**src/rtl/uart_tx_fifo.sv**
```systemverilog
// 8N1 UART transmitter fed by a small byte FIFO with a valid/ready write port.
// Frames are sent back-to-back with no idle gap while the FIFO holds data.
module uart_tx_fifo #(
    parameter int unsigned CLK_HZ     = 27000000,
    parameter int unsigned BAUD       = 115200,
    parameter int unsigned FIFO_DEPTH = 4
) (
    input  logic                        clk_27mhz,
    input  logic                        rst,
    input  logic [7:0]                  tx_data,
    input  logic                        tx_valid,
    output logic                        tx_ready,
    output logic                        uart_tx,
    output logic                        busy,
    output logic [$clog2(FIFO_DEPTH):0] fifo_count
);

    localparam int unsigned ClksPerBit = CLK_HZ / BAUD;
    localparam int unsigned TimerW     = (ClksPerBit > 1) ? $clog2(ClksPerBit) : 1;
    localparam int unsigned PtrW       = $clog2(FIFO_DEPTH);
    localparam int unsigned CntW       = PtrW + 1;

    localparam logic [TimerW-1:0] TimerLast = TimerW'(ClksPerBit - 1);
    localparam logic [CntW-1:0]   FullCount = CntW'(FIFO_DEPTH);

    typedef enum logic [1:0] {
        StIdle,
        StStart,
        StData,
        StStop
    } state_e;

    state_e state_q, state_d;

    logic [7:0]        mem [FIFO_DEPTH];
    logic [PtrW-1:0]   wr_ptr_q;
    logic [PtrW-1:0]   rd_ptr_q;
    logic [CntW-1:0]   count_q;
    logic [TimerW-1:0] timer_q;
    logic [2:0]        index_q;
    logic [7:0]        shift_q;
    logic              uart_tx_q;

    logic push;
    logic pop;
    logic timer_done;
    logic fifo_empty;
    logic line_bit;

    assign timer_done = (timer_q == TimerLast);
    assign fifo_empty = (count_q == '0);
    assign tx_ready   = (count_q != FullCount);
    assign push       = tx_valid & tx_ready;
    assign fifo_count = count_q;
    assign uart_tx    = uart_tx_q;
    assign busy       = (state_q != StIdle) | ~fifo_empty;

    // FSM state register
    always_ff @(posedge clk_27mhz or posedge rst) begin
        if (rst) begin
            state_q <= StIdle;
        end else begin
            state_q <= state_d;
        end
    end

    // FSM next-state logic
    always_comb begin
        state_d = state_q;
        unique case (state_q)
            StIdle: begin
                if (!fifo_empty) state_d = StStart;
            end
            StStart: begin
                if (timer_done) state_d = StData;
            end
            StData: begin
                if (timer_done && (index_q == 3'd7)) state_d = StStop;
            end
            StStop: begin
                if (timer_done) state_d = fifo_empty ? StIdle : StStart;
            end
        endcase
    end

    // FSM outputs: line level for the next register stage and FIFO pop strobe
    always_comb begin
        line_bit = 1'b1;
        pop      = 1'b0;
        unique case (state_q)
            StIdle:  pop      = ~fifo_empty;
            StStart: line_bit = 1'b0;
            StData:  line_bit = shift_q[0];
            StStop:  pop      = timer_done & ~fifo_empty;
        endcase
    end

    // Storage has no reset; entries are only read after being written.
    always_ff @(posedge clk_27mhz) begin
        if (push) begin
            mem[wr_ptr_q] <= tx_data;
        end
    end

    always_ff @(posedge clk_27mhz or posedge rst) begin
        if (rst) begin
            wr_ptr_q  <= '0;
            rd_ptr_q  <= '0;
            count_q   <= '0;
            timer_q   <= '0;
            index_q   <= '0;
            shift_q   <= '0;
            uart_tx_q <= 1'b1;
        end else begin
            uart_tx_q <= line_bit;

            if (push) wr_ptr_q <= wr_ptr_q + 1'b1;
            if (pop)  rd_ptr_q <= rd_ptr_q + 1'b1;

            unique case ({push, pop})
                2'b10:   count_q <= count_q + 1'b1;
                2'b01:   count_q <= count_q - 1'b1;
                default: count_q <= count_q;
            endcase

            if ((state_q == StIdle) || timer_done) begin
                timer_q <= '0;
            end else begin
                timer_q <= timer_q + 1'b1;
            end

            if (state_q != StData) begin
                index_q <= '0;
            end else if (timer_done) begin
                index_q <= index_q + 1'b1;
            end

            if (pop) begin
                shift_q <= mem[rd_ptr_q];
            end else if ((state_q == StData) && timer_done) begin
                shift_q <= {1'b0, shift_q[7:1]};
            end
        end
    end

endmodule
```
**config.mk**
```make
export PLATFORM = sky130hd
export DESIGN_NAME = uart_tx_fifo
export DESIGN_NICKNAME = d
export VERILOG_FILES = /design/src/rtl/uart_tx_fifo.sv
export SDC_FILE = /design/constraint.sdc
export NUM_CORES = 1
export LEC_CHECK = 0
export CAP_MARGIN = 20
export CORE_ASPECT_RATIO = 1.2
export CORE_MARGIN = 3
export CORE_UTILIZATION = 46
export DETAILED_ROUTE_END_ITERATION = 8
export GPL_ROUTABILITY_DRIVEN = 0
export PLACE_DENSITY = 0.69
export REMOVE_ABC_BUFFERS = 1
export SLEW_MARGIN = 40
export SYNTH_ARGS = -nofsm -noshare
export SYNTH_HDL_FRONTEND = slang
export SYNTH_SLANG_ARGS = --single-unit
```
**constraint.sdc**
```tcl
create_clock -name clk_27mhz -period 7.6 [get_ports clk_27mhz]
set_clock_uncertainty 0.05 [all_clocks]
set_input_delay 1.52 -clock clk_27mhz [delete_from_list [all_inputs] [get_ports clk_27mhz]]
set_output_delay 1.52 -clock clk_27mhz [all_outputs]
set_load 0.005 [all_outputs]
```
==> impl_metrics.tcl <==
set metrics [dict create \
    p_per_area_nw_per_um2 371 \
    worst_ep_required_time_ps 6030 \
    synth_simple_gate_area_share_pct 8.00 \
    die-area_um2 7100 \
    nets_final 227 \
    routed-via-count 1437 \
    totalWireLength_um 4070 \
    post-route-min-period_ps 3390 \
    layout-drive-gt1-share_pct 19.9 \
    tightestPinTransition_ps 596 \
    areaGrowthSynthToFinish_pct 14.3 \
    yosysWarnings 0 \
    fraction_of_the_mapped_netlist_area_in_compound_gates_pct 1.29 \
    utilization_pct 55.6 \
    worstPathMaxFanout 5 \
    cp_data_arrival_time_ps 1820 \
    fin_tns_setup_ps 0 \
    setup_ws_ps 4210 \
    post_cts.resized_instances 0 \
    avgRoutedWirePerCell_um 14.2 \
    min-delay-path-class "reg2reg" \
    netlist.area_leader.share_pct 34.1 \
    largest_family_of_logic_cells_by_synthesized_area "multiplexers" \
    synth_xor_xnor_area_share_pct 4.05 \
    remaining_antenna_violation_count_after_routing 0 \
    outcome "finished, final reports clean" \
    num_cts_buffers 9 \
    synth_edf_count 32 \
    cts_hold_buf 0 \
    synthesis.area_per_instance_um2 15.6 \
    syn_inst 180 \
    clock_tree_from_tritoncts "built" \
    rows 30 \
    synth-seq-cells 61 \
    ff2ff_setup_slack_ps 4640 \
    ir_worst_vdd_mv 0.226 \
    synth-main-ff-cell "sky130_fd_sc_hd__edfxtp_1" \
    die_height_um 91.7 \
    htree_num_levels 3 \
    fin_crit_sh_pct 44.7 \
    die_w_um 77.4 \
    synth-adder-area-share_pct 6.94 \
    clock_sinks 61 \
    final_cell_mix "32 x sky130_fd_sc_hd__edfxtp_1, 28 x sky130_fd_sc_hd__dfrtp_1, 16 x sky130_fd_sc_hd__clkdlybuf4s50_1, 14 x sky130_fd_sc_hd__ha_1, 12 x sky130_fd_sc_hd__nor2_1" \
    final-setup-viol-count 0 \
    grt_setup_unrepaired "no" \
    grt.total_usage_pct 13.3 \
    synth.largest_area_cell "sky130_fd_sc_hd__edfxtp_1" \
    clock_path_buffers 2 \
    clock-root-buffer "sky130_fd_sc_hd__clkbuf_8" \
    yosys.cell_types.count 36 \
    max_cap_violations 0 \
    via_count_of_the_first_global_routing_pass 1532 \
    effective_utilization_at_floorplan_pct 48.7 \
    cellLeakagePower_nw 1.33 \
    slew-limit-headroom_pct 60.2 \
    yosys-mux-area-fraction_pct 16.5 \
    clk-insertion-delay-late_ps 330 \
    finalMaxSlewViolations 0 \
    setup.worst_path.class "reg2out" \
    grt_max_degree 30 \
    post_synth_main_area_contributors "sky130_fd_sc_hd__edfxtp_1 34%, sky130_fd_sc_hd__dfrtp_1 25%, sky130_fd_sc_hd__ha_1 6.2%" \
    worstPathCellList "nor3_1 -> nand2_1 -> clkdlybuf4s50_1" \
    critPathLaunch "fifo_count[0]" \
    netlist_area_um2 2810 \
    cts_setup_buffers 0 \
    post-route-drc-count 0 \
    worst_r2r_startpoint "timer_q[0]" \
    clkSlewWorstSetupHoldPaths_ps 70 \
    max_stage_delay_ps 460 \
    number_of_iterations_in_the_first_detailed_routing_pass 3 \
    ys_async_sr_fraction_pct 47.5 \
    kind_of_capture_point_of_the_worst_setup_path "output pin" \
    detail_route.vias_per_cell 5.02 \
    first_iter_violations 82 \
    port_buffers 16 \
    num_antenna_cells 0 \
    slowest_stage "sky130_fd_sc_hd__nor3_1" \
    seq_area_frac_synth_pct 60.0 \
    initial_antenna_violation_count 0 \
    number_of_endpoints_with_negative_hold_slack_in_the_final_report 0 \
    core_area_um2 5780 \
    grt.overflow.total 0 \
    layout_commonest_cell "sky130_fd_sc_hd__edfxtp_1" \
    dp_worst_setup_slack_ps 4080 \
    hp-start "shift_q[0]" \
    dpl.hpwl_um 2930 \
    io-pin-count 17 \
    wire_length_of_the_first_global_routing_pass_um 7190 \
    timing.critical_path.from_type "register" \
    fmax_ghz 0.295 \
]
==> layer usage <==
layer	global-route usage (%)	vias up	part of all wire (%)	wire [µm]
met3	4.32	4	3.7	149
met4	5.79	0	0.84	34
met2	22.2	21	54	2190
li1	-	693	-	-
met5	0	-	0	0
met1	15.7	719	42	1690
==> critical path, delay by kind of cell (launching register included) <==
family | cells | cell delay [ps]
simple gates | 2 | 590
buf+inv | 1 | 460
flops | 1 | 450
==> flip-flops by register name (all words and copies together) (netlist names) <==
| name | count |
|---|---|
| rd_ptr_q | 2 |
| index_q | 3 |
| shift_q | 8 |
| uart_tx | 1 |
| fifo_count | 3 |
| wr_ptr_q | 2 |
| timer_q | 8 |
| mem | 32 |
| state_q | 2 |
==> final timing paths <==
path                                 end  depth (start not counted)
max                                 busy                          3
min                              uart_tx                          2
max reg2reg                fifo_count[2]                         10
min reg2reg                      uart_tx                          2
max in group asynchronous     shift_q[1]                          2
min in group asynchronous    wr_ptr_q[1]                          2
==> power by group <==
part	switching, mW	internal, mW
clock network	0.127	0.153
registers	0.0738	0.452
logic	0.160	0.226
total	0.361	0.831
==> kinds of logic after synthesis <==
| group | count (synthesis) |
|---|---|
| multiplexers | 29 |
| XOR/XNOR | 13 |
| AO/OA/AOI/OAI | 5 |
| adder cells (fa/ha/maj) | 15 |
| AND/OR/NAND/NOR | 42 |
| buffers and inverters | 15 |
| flip-flops | 61 |
==> cells in the mapped netlist (2+ instances only) <==
library cell	count
sky130_fd_sc_hd__xor2_1	5
sky130_fd_sc_hd__nor3_1	3
sky130_fd_sc_hd__ha_1	14
sky130_fd_sc_hd__nand2_1	5
sky130_fd_sc_hd__mux2_4	8
sky130_fd_sc_hd__nor2_1	12
sky130_fd_sc_hd__mux2_2	10
sky130_fd_sc_hd__edfxtp_1	32
sky130_fd_sc_hd__and3_1	4
sky130_fd_sc_hd__xnor2_1	8
sky130_fd_sc_hd__mux2i_1	3
sky130_fd_sc_hd__buf_6	3
sky130_fd_sc_hd__and2_1	2
sky130_fd_sc_hd__inv_1	9
sky130_fd_sc_hd__mux4_1	6
sky130_fd_sc_hd__or3_1	2
sky130_fd_sc_hd__nand3_1	3
sky130_fd_sc_hd__nor2b_1	5
sky130_fd_sc_hd__mux4_2	2
sky130_fd_sc_hd__dfrtp_1	28
==> stage by stage <==
step / hold WS [ps] / cell area (µm²) / std cells / power (mW)
2_1_floorplan: 410 / 2760 / 174 / 0.813
6_report: 440 / 3220 / 286 / 1.19
5_1_grt: 496 / 3220 / 286 / 1.28
3_3_place_gp: 431 / 3020 / 270 / 0.903
3_5_place_dp: 437 / 3020 / 270 / 0.926
4_1_cts: 447 / 3220 / 286 / 1.21
==> final cells by class <==
type	instances	area, µm²
Sequential cell	61	1690
Tap cell	80	100
Clock buffer	9	124
Inverter	9	33.8
Fill cell	486	2560
Timing Repair Buffer	16	160
Clock inverter	7	73.8
Multi-Input combinational cell	104	1040
(Power assumes the default switching activity.)
